--- src/rtl/mul_div_issue_queue.sv ---
// mul_div_issue_queue
//
// In-order issue queue in front of the multiply/divide unit. Dispatch writes
// one instruction pair at the tail. Each entry keeps its four source tags and
// a ready bit for each tag. The entry at the head issues once all four of its
// registered ready bits are set. Younger entries never bypass the head.
//
// Ports
//   clk, resetn          rising-edge clock, asynchronous active-low reset
//   flush                synchronous flush; empties the queue at the next edge
//   dispatch_valid/ready enqueue handshake
//   dispatch_payload     opaque pair payload, returned unchanged at issue
//   dispatch_src_tag     4 source tags {HI/LO slots 3:2, operand B/A slots 1:0}
//   dispatch_src_rdy     per-slot readiness at dispatch
//   wakeup_valid/tag     two result-broadcast ports
//   issue_valid          head entry ready to go
//   mul_div_allowin      unit accepts the head this cycle
//   issue_payload/tag    head entry contents (all-zero while empty)
//   count                current occupancy, 0..DEPTH
module mul_div_issue_queue #(
  parameter int DEPTH     = 4,
  parameter int PAYLOAD_W = 64,
  parameter int TAG_W     = 6
) (
  input  logic                    clk,
  input  logic                    resetn,
  input  logic                    flush,
  input  logic                    dispatch_valid,
  output logic                    dispatch_ready,
  input  logic [PAYLOAD_W-1:0]    dispatch_payload,
  input  logic [4*TAG_W-1:0]      dispatch_src_tag,
  input  logic [3:0]              dispatch_src_rdy,
  input  logic [1:0]              wakeup_valid,
  input  logic [2*TAG_W-1:0]      wakeup_tag,
  output logic                    issue_valid,
  input  logic                    mul_div_allowin,
  output logic [PAYLOAD_W-1:0]    issue_payload,
  output logic [4*TAG_W-1:0]      issue_src_tag,
  output logic [$clog2(DEPTH):0]  count
);

  localparam int PTR_W = $clog2(DEPTH);
  localparam int CNT_W = PTR_W + 1;

  logic [PAYLOAD_W-1:0] payload_q [DEPTH];
  logic [4*TAG_W-1:0]   tag_q     [DEPTH];
  logic [3:0]           rdy_q     [DEPTH];
  logic [3:0]           rdy_d     [DEPTH];
  logic [DEPTH-1:0]     valid_q, valid_d;
  logic [PTR_W-1:0]     head_q, head_d, tail_q, tail_d;
  logic [CNT_W-1:0]     count_q, count_d;
  logic                 enq, deq;
  logic [3:0]           enq_rdy;

  // True when either broadcast port carries tag t this cycle.
  function automatic logic wake_hit(input logic [TAG_W-1:0]   t,
                                    input logic [1:0]         wv,
                                    input logic [2*TAG_W-1:0] wt);
    logic hit;
    hit = 1'b0;
    for (int k = 0; k < 2; k++) begin
      if (wv[k] && (wt[k*TAG_W +: TAG_W] == t)) hit = 1'b1;
    end
    return hit;
  endfunction

  assign dispatch_ready = (count_q < CNT_W'(DEPTH)) && !flush;
  // Only registered ready bits count here, so a wakeup never bypasses into
  // issue in the cycle of its broadcast.
  assign issue_valid    = (count_q != '0) && (&rdy_q[head_q]) && !flush;
  assign enq            = dispatch_valid && dispatch_ready;
  assign deq            = issue_valid && mul_div_allowin;

  assign count          = count_q;
  assign issue_payload  = (count_q != '0) ? payload_q[head_q] : '0;
  assign issue_src_tag  = (count_q != '0) ? tag_q[head_q]     : '0;

  // Ready bits for a newly dispatched entry. Tag 0 is the hardwired-ready
  // register. A wakeup in the same cycle is caught here so it is not lost.
  always_comb begin
    enq_rdy = '0;
    for (int s = 0; s < 4; s++) begin
      enq_rdy[s] = dispatch_src_rdy[s]
                 | wake_hit(dispatch_src_tag[s*TAG_W +: TAG_W], wakeup_valid, wakeup_tag)
                 | (dispatch_src_tag[s*TAG_W +: TAG_W] == '0);
    end
  end

  // Next-state logic: wakeup, dequeue at head, enqueue at tail, then flush.
  always_comb begin
    head_d  = head_q;
    tail_d  = tail_q;
    count_d = count_q;
    valid_d = valid_q;
    for (int e = 0; e < DEPTH; e++) begin
      rdy_d[e] = rdy_q[e];
      if (valid_q[e]) begin
        for (int s = 0; s < 4; s++) begin
          if (wake_hit(tag_q[e][s*TAG_W +: TAG_W], wakeup_valid, wakeup_tag))
            rdy_d[e][s] = 1'b1;
        end
      end
    end
    if (deq) begin
      valid_d[head_q] = 1'b0;
      head_d          = head_q + 1'b1;
    end
    if (enq) begin
      valid_d[tail_q] = 1'b1;
      rdy_d[tail_q]   = enq_rdy;
      tail_d          = tail_q + 1'b1;
    end
    unique case ({enq, deq})
      2'b10:   count_d = count_q + 1'b1;
      2'b01:   count_d = count_q - 1'b1;
      default: count_d = count_q;
    endcase
    // enq and deq are already blocked by flush; this only empties the queue.
    if (flush) begin
      head_d  = '0;
      tail_d  = '0;
      count_d = '0;
      valid_d = '0;
    end
  end

  // Control state register.
  always_ff @(posedge clk or negedge resetn) begin
    if (!resetn) begin
      head_q  <= '0;
      tail_q  <= '0;
      count_q <= '0;
      valid_q <= '0;
      for (int e = 0; e < DEPTH; e++) rdy_q[e] <= '0;
    end else begin
      head_q  <= head_d;
      tail_q  <= tail_d;
      count_q <= count_d;
      valid_q <= valid_d;
      for (int e = 0; e < DEPTH; e++) rdy_q[e] <= rdy_d[e];
    end
  end

  // Payload and tag storage has no reset. The outputs are masked while the
  // queue is empty.
  always_ff @(posedge clk) begin
    if (enq) begin
      payload_q[tail_q] <= dispatch_payload;
      tag_q[tail_q]     <= dispatch_src_tag;
    end
  end

endmodule

--- config.mk ---
export PLATFORM = sky130hd
export DESIGN_NAME = mul_div_issue_queue
export DESIGN_NICKNAME = d
export VERILOG_FILES = /design/src/rtl/mul_div_issue_queue.sv
export SDC_FILE = /design/constraint.sdc
export NUM_CORES = 1
export LEC_CHECK = 0
export BUFFER_PORTS_ARGS = -buffer_cell sky130_fd_sc_hd__buf_4
export CAP_MARGIN = 20
export CORE_ASPECT_RATIO = 2
export CORE_MARGIN = 3
export CORE_UTILIZATION = 30
export DETAILED_ROUTE_END_ITERATION = 12
export PLACE_DENSITY_LB_ADDON = 0.05
export SLEW_MARGIN = 20
export SYNTH_ARGS = -nofsm -noshare
export SYNTH_HDL_FRONTEND = slang
export SYNTH_SLANG_ARGS = --single-unit
--- constraint.sdc ---
create_clock -name clk -period 9.54 [get_ports clk]
set_input_delay 1.908 -clock clk [delete_from_list [all_inputs] [get_ports clk]]
set_output_delay 1.908 -clock clk [all_outputs]
set_load 0.005 [all_outputs]
* Yosys cells after proc, flatten, opt, wreduce, memory -nomap -nowiden
Memories as Yosys holds them, arrays and structs flattened. Index checks and enable logic that the tools add are counted.
Storage, ports and cells: bits of input ports 111, output and inout bits 93, flip-flop bits (word level) 27, RAM bits 352, memories 2
Memories:
- payload_q | depth 4, bits a word 64, read ports 1, clocked after memory_dff 0, write ports 1, line 45 | logic [PAYLOAD_W-1:0] payload_q [DEPTH];
- tag_q | depth 4, bits a word 24, read ports 5, clocked after memory_dff 0, write ports 1, line 46 | logic [4*TAG_W-1:0] tag_q [DEPTH];
Cells by class: order comparisons 8, add/sub/neg operators 4, reductions and logical operators 58, multiplexer cells 100, bitwise operators 13, equal/unequal tests 42
Operators by type and width (count):
- 6-bit equality test | 40
- 1-bit 2-to-1 mux | 76
- 64-bit 2-to-1 mux | 1
- 1-bit logical AND | 48
- 4-bit 2-to-1 mux | 10
- 6-bit logical NOT | 4
- 24-bit 2-to-1 mux | 1
- 16-bit bitwise mux | 1
- 16-bit 2-to-1 mux | 1
- 4-bit binary-select mux with 2-bit select | 1
- 4-bit demux with 2-bit select | 1
- 2-bit 2-to-1 mux | 4
- 1-bit OR | 8
- 3-bit greater-or-equal comparator, second input constant | 2
- 2-bit by 3-bit < comparator with 1-bit output, second input constant | 2
- 2-bit inverter with 3-bit output | 2
- 3-bit case mux with 2 select lines | 1
- 3-bit nonzero test | 2
- 2-bit by 1-bit adder with 2-bit output, second input constant | 2
- 4-bit AND | 1
- 1-bit demux with 2-bit select | 2
- 2-bit by 1-bit greater-or-equal comparator with 1-bit output, second input constant | 2
- 4-bit inverter | 1
- 4-bit OR | 1
- 10 further kinds | 11

* Depth between registers and ports, before layout
Gate-level depths: netlist of the first run.
depth in word-level cells 12, gate-level depth with buffers 10

* Worst setup path after synthesis of the first run
Ideal clock, no wire load.
kind input-to-reg, start in flush, end reg rdy_q[3] (netlist name), data required time 9.308 ns, data arrival time 4.453 ns, slack 4.855 ns, cell stages on the path 5, library setup time 0.232 ns, cell sequence clkbuf_1 -> nor2_1 -> nand2_1 -> inv_1 -> a22oi_1
RTL lines:
- start, declared | line 27 | input logic flush,
- end, declared | line 47 | logic [3:0] rdy_q [DEPTH];

* Worst setup path after layout of the first run
start reg head_q[1], end out issue_valid
On the way: word-level cells in the longest chain between the ends 7
Ends and longest elaborated chain:
- start, declared | line 50 | logic [PTR_W-1:0] head_q, head_d, tail_q, tail_d;
- start signal, assigned | line 130 | head_q <= '0;
- start signal, assigned | line 136 | head_q <= head_d;
- 2-bit inverter with 3-bit output (implied by the code) | line 70 | assign issue_valid = (count_q != '0) && (&rdy_q[head_q]) && !flush;
- 4-bit binary-select mux with 2-bit select | line 70
- 4-bit 2-to-1 mux (implied by the code) (2 in series) | line 70
- 4-bit AND reduction | line 70
- 1-bit logical AND (2 in series) | line 70
- end, declared | line 35 | output logic issue_valid,
No other way between the ends. The select of a mux whose other input is x is not followed.

==> results.md, run 1 <==
- Pwr/cell area: 190.3 mW/mm2
- DP Worst Slack: 4.797 ns
- Top FF cell, synth: edfxtp_1
- DR WL/cell: 26.17 um
- Vias per Instance: 4.915
- WP data required: 7.63 ns
- Fin Hold WS: 0.5534 ns
- Clk_skew: 0.01482 ns
- Hold WC Path Type: reg -> reg
- CTS resizes: 0
- Final Max Slew Viols: 0
- ANT nets after route: 0
- Maxcap violations: 0
- RSZ-0062 raised after global routing: no
- Top-count cell post-synth: edfxtp_1
- Synth warn: 0
- Synth top area cells: edfxtp_1 60%, mux4_2 11%, xnor2_1 6.6%
- First-pass GRT wire length: 78,510 um
- Share of cells above drive strength 1: 0.2769
- Setup bufs post-CTS: 0
- Critical path fanouts, max: 56
- Placed cells: 1,999
- Fmax: 191.8 MHz
- Final worst-path cycle share: 0.5466
- Peak VDD IR: 145.4 uV
- # IOs: 204
- Status: completed
- Leak: 6.922 nW
- Commonest cells in the synthesized netlist: 352 x edfxtp_1, 133 x xnor2_1, 108 x xor2_1
- DRT Wirelength: 54,100 um
- Die Span Y: 347.9 um
- Worst setup EP type: output port
- Final setup viols: 0
- Core area: 0.05756 mm2
- Row cnt: 124
- Kind of critical path: reg -> out
- WHS Path Cells: 2
- Ant diodes: 0
- Post-synth net total: 1,211
- Skew-Pair Late Insertion Delay: 0.55 ns
- Fin nets: 1,403
- DR pass1 iterations: 4
- CTS H-Tree Depth: 2
- Slew headroom: 0.2911
- # hold bufs at CTS: 0
- Cells after Synth: 1,091
- Overflow after GRT: 0
- Synth Cell Area: 0.01753 mm2
- Async SR Flop Fraction: 0.07124
- CTS tree: built
- Initial core utilization: 0.3046
- Sequential fraction of the synthesis area: 0.6415
- DRC: 0
- Via count: 10.16k
- Post-synth top area share: 0.6029
- Final hold vios: 0
- Pin slew with the least headroom to its limit: 1.063 ns
- Startpoint types: flop
- Synthesized flop and latch total: 379
- Vias in the first global route: 11.38k
- Area Growth Syn to Fin: 20.39%
- Largest net degree at the start of global routing: 68
- Die area: 0.06155 mm2
- Worst-path clk slew: 0.07 ns
- Period minus WS final: 5.214 ns
- Area leader, netlist: edfxtp_1
- Final HPWL DP: 34,120 um
- WP data arrival: 3.31 ns
- Aggregate negative setup slack: 0 ns
- Syn Area/Cell: 16.07 um2
- Netlist cell types: 38
- Clock root buffer: clkbuf_16
- Initial antenna violation count: 0
- Initial DRC Count: 534
- Die span in x: 176.9 um
- Clk sinks: 379
- EDFF count, synth: 352
- Final std cells w/o fill: 2,067
- CTS buffer count: 38
- Clock Tree Buf Depth: 3
- PortBufs: 203
- Global Route Usage Sum: 0.1753
- Worst setup margin: 4.326 ns
- RD Place Congestion: 0.8120
- Worst Reg-to-Reg Cells: 9
-- metrics by stage --
| stage | power, mW | instance area [um2] | util |
|---|---|---|---|
| CTS | 4.098 | 21110 | 0.3667 |
| floorplan | 2.227 | 17530 | - |
| finish | 4.016 | 21110 | 0.3667 |
| global route | 4.188 | 21110 | 0.3667 |
| global placement | 2.493 | 19820 | 0.3443 |
| detailed placement | 2.495 | 19820 | 0.3444 |
-- layer usage --
metal | track usage | part of all wire | vias to the layer above
met5 | 0 | 0 | -
met4 | 0.06116 | 0.034 | 0
met3 | 0.03645 | 0.055 | 90
met2 | 0.3353 | 0.56 | 280
met1 | 0.1879 | 0.35 | 5248
li1 | - | - | 4542
-- cell usage in the layout (no fill, tap or decap), drive strengths merged --
master,synthesis,layout
o31ai,1,1
a31oi,1,1
and2b,2,2
nand3,7,7
o311ai,1,1
nor2,34,34
nand2b,5,5
xor2,108,108
a21oi,20,20
clkbuf,24,47
mux4,88,88
ha,8,8
o21ai,23,23
a221oi,1,1
clkinv,1,13
inv,9,11
o211ai,3,3
nor3,19,19
a22oi,2,2
and4b,1,1
a2111o,1,1
a311oi,4,4
nand2,7,7
buf,36,212
nor2b,87,87
edfxtp,352,352
dfrtp,27,27
bufinv,0,7
mux2,1,1
and4,1,1
fa,1,1
o22ai,1,1
nor4,40,40
xnor2,133,133
nand4,42,42
-- cells by family after synthesis --
family,after synthesis,share of synthesized area
simple gates,245,0.08036
flops,379,0.6415
fa+ha+maj,9,0.006852
compound gates,58,0.01920
xor+xnor,241,0.1204
buf+inv,70,0.01784
mux,89,0.1139
-- area by class of cell --
class	instances	area, um2
inverters	10	48.80
clock inverters	21	276.5
well taps	756	945.9
fillers	5508	36450
multi-input cells	642	5984
flip-flops and latches	379	11250
clock buffers	47	1006
repair buffers	212	1592
-- flip-flops by register name (all words and copies together), names as in the netlist --
name	flops
tail_q	2
valid_q	4
rdy_q	16
tag_q	96
payload_q	256
head_q	2
count	3
-- worst paths after layout --
path,startpoint,endpoint,slack (ns)
setup reg to reg,head_q[1],count[1],5.68
max in group asynchronous,resetn,head_q[1],7.92
min in group asynchronous,resetn,valid_q[0],1.28
hold / removal,rdy_q[13],rdy_q[13],0.55
hold reg to reg,rdy_q[13],rdy_q[13],0.55
setup / recovery,head_q[1],issue_valid,4.33
-- report_power, final --
group	leakage, nW	internal [mW]	total [mW]	switching (mW)
logic	2.77	0.228	0.497	0.268
clock network	0.624	0.939	1.57	0.635
registers	3.53	1.90	1.94	0.0495
-- critical path, cell delays in order, from the launching register on --
cell	delay (ns)
dfrtp_4	0.90
buf_4	0.86
a221oi_1	0.11
a2111o_1	0.59
clkinv_2	0.14
buf_4	0.12
Power figures use the tool's default switching activity.
==> inputs of run 2 (changes only) <==
--- a/config.mk
+++ b/config.mk
@@ -5,6 +5,7 @@
 export SDC_FILE = /design/constraint.sdc
 export NUM_CORES = 1
 export LEC_CHECK = 0
+export ABC_AREA = 1
 export BUFFER_PORTS_ARGS = -buffer_cell sky130_fd_sc_hd__buf_4
 export CAP_MARGIN = 20
 export CORE_ASPECT_RATIO = 2
==> constraint.sdc (replaced) <==
create_clock -name clk -period 5.4 [get_ports clk]
set_input_delay 1.08 -clock clk [delete_from_list [all_inputs] [get_ports clk]]
set_output_delay 1.08 -clock clk [all_outputs]
set_load 0.005 [all_outputs]
==> run 2 against run 1 <==
Compared with the run above:
- sequential power grew 90%
- critical path type unchanged
- sequential share of layout area shrank 1.8 points
- cell area up 3.5%
- cell count increased by 39%
- register-to-register slack worse by 3.4 ns
- largest power group unchanged
- critical endpoint is now issue_payload[57]
- total power grew 120%
- via count rose by 48%
==> results.md, run 2 <==
- Fmax: 234.3 MHz
- Row cnt: 128 (+3.2%)
- Max reg flops: 256 (unchanged)
- RD Place Congestion: 0.8859 (+9.1%)
- Die area: 0.06476 mm2 (+5.2%)
- Area leader, netlist: edfxtp_1
- Area Growth Syn to Fin: 18.30%
- DRC: 0 (unchanged)
- Worst-path clk slew: 0.07 ns (about the same)
- Post-synth top area share: 0.5723 (-0.03063)
- CTS H-Tree Depth: 2 (unchanged)
- Synth top area cells: edfxtp_1 57%, nor2_1 6.8%, nand2_1 5.9%
- Final HPWL DP: 44,240 um (+30%)
- # IOs: 204 (unchanged)
- Final setup viols: 0 (unchanged)
- Fin area: 0.02185 mm2 (+3.5%)
- Kind of critical path: reg -> out
- Commonest cells in the synthesized netlist: 352 x edfxtp_1, 336 x nor2_1, 290 x nand2_1
- Aggregate negative setup slack: 0 ns (unchanged)
- ANT nets after route: 0 (unchanged)
- Placed Area: 0.02062 mm2 (+4.0%)
- Largest net degree at the start of global routing: 109 (+60%)
- DR WL/cell: 24.22 um (-7.5%)
- Maxcap violations: 0 (unchanged)
- Fillers: 6,212 (+13%)
- Vias per Instance: 5.205 (+5.9%)
- Final worst-path cycle share: 0.7904
- Synth warn: 0 (unchanged)
- Clk_skew: 0.02389 ns (+0.009072 ns)
- Vias in the first global route: 15.59k (+37%)
- Core area: 0.06086 mm2 (+5.7%)
- Post-synth net total: 2,043 (+69%)
- Die span in x: 181.5 um (+2.6%)
- EDFF count, synth: 352 (unchanged)
- Top-count cell post-synth: edfxtp_1
- Most frequent cells in the layout: 352 x edfxtp_1, 336 x nor2_1, 290 x nand2_1
- Initial core utilization: 0.3035 (-0.001087)
- CTS resizes: 0 (unchanged)
- DR pass1 iterations: 7 (+3)
- Syn Area/Cell: 9.605 um2 (-40%)
- WP data arrival: 3.19 ns (-0.12 ns)
- Async SR Flop Fraction: 0.07124 (unchanged)
- PortBufs: 203 (unchanged)
- Synth Cell Area: 0.01847 mm2 (+5.4%)
- Critical path fanouts, max: 49 (-13%)
- Initial DRC Count: 1,160 (+120%)
- Pwr/cell area: 398.5 mW/mm2 (+110%)
- Ant diodes: 0 (unchanged)
- Clk sinks: 379 (unchanged)
- Final Max Slew Viols: 0 (unchanged)
- Period minus WS final: 4.268 ns
- Global Route Usage Sum: 0.2098 (+0.03443)
- Clock root buffer: clkbuf_16
- Worst setup EP type: output port
- Cells after Synth: 1,923 (+76%)
- Peak VDD IR: 266.8 uV (+84%)
- Hold WC Path Type: in -> async
- Synthesized flop and latch total: 379 (unchanged)
- Sequential fraction of the synthesis area: 0.6089 (-0.03259)
- Clock Tree Buf Depth: 3 (unchanged)
- First-pass GRT wire length: 102,100 um (+30%)
- Final hold vios: 0 (unchanged)
- Startpoint types: flop
- Overflow after GRT: 0 (unchanged)
- Largest registers: payload_q x256, tag_q x96, rdy_q x16
- Die Span Y: 356.9 um (+2.6%)
- Most flops, register: payload_q
- CTS buffer count: 39 (+2.6%)
- Slew headroom: 0.2889 (-0.002211)
- Pin slew with the least headroom to its limit: 1.067 ns (+0.003316 ns)
- Setup bufs post-CTS: 0 (unchanged)
- WP data required: 4.32 ns (-3.31 ns)
- DRT Wirelength: 69,800 um (+29%)
- Most common cell after layout, fill and taps aside: edfxtp_1
- Top FF cell, synth: edfxtp_1
- # hold bufs at CTS: 0 (unchanged)
- RSZ-0062 raised after global routing: no
- Share of cells above drive strength 1: 0.1465 (-0.1304)
- Initial antenna violation count: 1 (+1)
- Fin nets: 2,192 (+56%)
- Status: completed
- Netlist cell types: 42 (+11%)
- Skew-Pair Late Insertion Delay: 0.56 ns (about the same)
- Leak: 8.387 nW (+21%)
- CTS tree: built
- Via count: 15.00k (+48%)
==> run 2: critical path: stages (launching register included) <==
cell and delay, ns:
dfrtp_4 0.75, clkinv_2 0.50, buf_4 0.52, buf_4 0.33
nor2_1 0.11, o21ai_0 0.08, a21oi_1 0.16, buf_4 0.14
==> run 2: layer usage <==
| layer | global-route usage | vias up | part of all wire | wire [um] |
|---|---|---|---|---|
| met1 | 0.2299 | 7284 | 0.37 | 25770 |
| met2 | 0.3824 | 597 | 0.51 | 35650 |
| met5 | 0 | - | 0.00029 | 20 |
| met3 | 0.03673 | 178 | 0.060 | 4179 |
| met4 | 0.1138 | 2 | 0.060 | 4185 |
| li1 | - | 6940 | - | - |
==> run 2: final cells by class <==
| class | instances | area, um2 | share of cell area |
|---|---|---|---|
| clock buffer | 44 | 1016 | 0.04650 |
| clock inverter | 27 | 210.2 | 0.009620 |
| inverter | 155 | 598.1 | 0.02737 |
| multi-input combinational | 1278 | 6127 | 0.2804 |
| sequential | 379 | 11250 | 0.5150 |
| tap | 780 | 975.9 | 0.04467 |
| timing repair buffer | 219 | 1669 | 0.07639 |
==> run 2: worst paths after layout <==
check                      slack (ns)                end      start  cells after the start
min in group clk                 0.57           rdy_q[0]   rdy_q[0]                      3
max                              1.13  issue_payload[57]  head_q[1]                      7
max reg2reg                      2.27           count[2]  head_q[0]                     15
min reg2reg                      0.57           rdy_q[0]   rdy_q[0]                      3
min                              0.45          rdy_q[12]     resetn                      1
max in group asynchronous        4.62          head_q[0]     resetn                      1
==> run 2: cells by family (layout without fill, tap and decap cells) <==
| group | Yosys count | count (layout) | synth area share |
|---|---|---|---|
| simple gates | 757 | 757 | 0.1695 |
| compound gates | 473 | 473 | 0.1372 |
| flops | 379 | 379 | 0.6089 |
| buf+inv | 266 | 445 | 0.05941 |
| xor+xnor | 39 | 39 | 0.01849 |
| fa+ha+maj | 9 | 9 | 0.006503 |
==> run 2: power breakdown <==
group / switching, mW / internal, mW
clock: 1.20 / 1.46
combinational: 1.47 / 0.888
sequential: 0.175 / 3.51
==> run 2: stage by stage <==
step	setup slack, ns	instances	util	power (mW)	hold WS (ns)
2_1_floorplan	2.300	1923	-	4.876	0.5143
3_3_place_gp	1.591	2811	0.3388	6.153	0.5375
3_5_place_dp	1.573	2811	0.3388	6.154	0.5513
4_1_cts	0.9747	2882	0.3590	8.855	0.4277
5_1_grt	0.8522	2882	0.3590	9.181	0.4651
6_report	1.132	2882	0.3590	8.708	0.4500
==> inputs of run 3 (changes only) <==
==> constraint.sdc (replaced) <==
create_clock -name clk -period 4.2 [get_ports clk]
set_input_delay 0.84 -clock clk [delete_from_list [all_inputs] [get_ports clk]]
set_output_delay 0.84 -clock clk [all_outputs]
set_load 0.005 [all_outputs]
==> run 3 against run 2 <==
Compared with the run above:
- clock power increased by 32%
- sequential share of layout area fell by 0.51 points
- via count fell by 0.12%
- wire length is 1.0% lower
- sequential power grew 28%
- die area stayed put
- total power rose by 30%
==> results.md, run 3 (synthesis results as in run 2) <==
- Initial core utilization: 0.3035 (unchanged)
- Aggregate negative setup slack: 0 ns (unchanged)
- CTS buffer count: 40 (+2.6%)
- Vias in the first global route: 15.32k (-1.8%)
- CP delay by family, top: flip-flops
- Final Max Slew Viols: 0 (unchanged)
- Worst setup EP type: output port
- Largest registers: payload_q x256, tag_q x96, rdy_q x16
- Vias per Instance: 5.177 (-0.53%)
- First-pass GRT wire length: 101,100 um (-0.95%)
- Core area: 0.06086 mm2 (unchanged)
- Clk_skew: 0.02439 ns (+0.0005008 ns)
- Maxcap violations: 0 (unchanged)
- DR pass1 iterations: 5 (-2)
- Largest net degree at the start of global routing: 94 (-14%)
- Slowest cell on crit path: dfrtp_4
- Skew-Pair Late Insertion Delay: 0.56 ns (about the same)
- PortBufs: 203 (unchanged)
- Setup slack, reg-to-reg: 1.42 ns (-0.85 ns)
- WP data arrival: 2.56 ns (-0.63 ns)
- Kind of critical path: reg -> out
- Worst Reg-to-Reg Cells: 16 (+1)
- R2r startpoint: head_q[0]
- RSZ-0062 raised after global routing: no
- DRT Wirelength: 69,080 um (-1.0%)
- ANT nets after route: 0 (unchanged)
- Share of cells above drive strength 1: 0.1500 (+0.003497)
- Initial DRC Count: 1,212 (+4.5%)
- CTS resizes: 0 (unchanged)
- Fin nets: 2,204 (+0.55%)
- Initial antenna violation count: 3 (+2)
- Critical path fanouts, max: 34 (-31%)
- Via count: 14.98k (-0.12%)
- Period minus WS final: 3.396 ns
- Overflow after GRT: 0 (unchanged)
- Global Route Usage Sum: 0.2081 (-0.001714)
- Final HPWL DP: 44,140 um (-0.23%)
- WP data required: 3.36 ns (-0.96 ns)
- RD Place Congestion: 0.8734 (-1.4%)
- Pwr/cell area: 514.1 mW/mm2 (+29%)
- CTS H-Tree Depth: 2 (unchanged)
- Critical path destination: issue_src_tag[14]
- Max reg flops: 256 (unchanged)
- # IOs: 204 (unchanged)
- Cell count along the critical path: 6 (-1)
- Peak VDD IR: 332.1 uV (+24%)
- Reg2reg end: count[2]
- Final worst-path cycle share: 0.8085
- Pin slew with the least headroom to its limit: 0.9322 ns (-0.1345 ns)
- Most common cell after layout, fill and taps aside: edfxtp_1
- DRC: 0 (unchanged)
- Final setup viols: 0 (unchanged)
- Slew headroom: 0.3778 (+0.08899)
- Most flops, register: payload_q
- DR WL/cell: 23.87 um (-1.5%)
- Row cnt: 128 (unchanged)
- Startpoint types: flop
- # hold bufs at CTS: 0 (unchanged)
- Leak: 8.495 nW (+1.3%)
- Crit-path cells: inv_4, buf_12, a21oi_1, o21ai_0, a21oi_1, buf_4
- Die span in x: 181.5 um (unchanged)
- WP buf/inv: 3 (-1)
- Hold WC Path Type: in -> async
- Clk sinks: 379 (unchanged)
- Die Span Y: 356.9 um (unchanged)
- Status: completed
- CP dominant cell by count: a21oi_1
- Clock Tree Buf Depth: 3 (unchanged)
- Worst-path clk slew: 0.06 ns (about the same)
- Most frequent cells in the layout: 352 x edfxtp_1, 336 x nor2_1, 290 x nand2_1
- CTS tree: built
- Setup bufs post-CTS: 0 (unchanged)
- Fmax: 294.5 MHz
- Area Growth Syn to Fin: 19.48%
- Die area: 0.06476 mm2 (unchanged)
- Final hold vios: 0 (unchanged)
- Crit path from: head_q[0]
- Total power: 11.35 mW (+30%)
- Clock root buffer: clkbuf_16
- Crit path largest cell delay: 0.73 ns (-0.02 ns)
==> run 3: how the worst min path moves through the flow <==
stage          startpoint        end  slack [ns]
2_1_floorplan   tail_q[0]  tail_q[0]        0.51
3_3_place_gp     rdy_q[0]   rdy_q[0]        0.54
3_5_place_dp     rdy_q[0]   rdy_q[0]        0.55
4_1_cts            resetn  tail_q[0]        0.20
5_1_grt            resetn  tail_q[0]        0.22
6_report           resetn  tail_q[0]        0.21
==> run 3: layer usage <==
metal  vias to the layer above  track usage  part of all wire
li1                       6975            -                 -
met4                         4       0.1258             0.067
met3                       205      0.04274             0.068
met5                         -            0           0.00039
met2                       638       0.3714              0.50
met1                      7161       0.2252              0.36
==> run 3: stage by stage <==
| stage | hold WS (ns) | worst slack (ns) | cell area (um2) | std cells | utilization |
|---|---|---|---|---|---|
| finish | 0.2135 | 0.8043 | 22070 | 2894 | 0.3626 |
| global route | 0.2199 | 0.6647 | 22070 | 2893 | 0.3626 |
| CTS | 0.2010 | 0.7518 | 22070 | 2893 | 0.3626 |
| detailed placement | 0.5515 | 1.294 | 20820 | 2822 | 0.3420 |
| global placement | 0.5412 | 1.286 | 20820 | 2822 | 0.3420 |
| floorplan | 0.5143 | 1.340 | 18470 | 1923 | - |
==> run 3: cell type report <==
cell class	instances	area [um2]
clock inverters	20	165.2
clock buffers	51	1085
multi-input cells	1278	6127
inverters	155	595.6
diodes	1	2.502
repair buffers	230	1864
well taps	780	975.9
flip-flops and latches	379	11250
fillers	6240	38790
==> run 3: report_power, final <==
part | switching (mW) | internal [mW] | total, mW
sequential | 0.208 | 4.51 | 4.71
clock | 1.54 | 1.96 | 3.50
combinational | 1.93 | 1.21 | 3.14
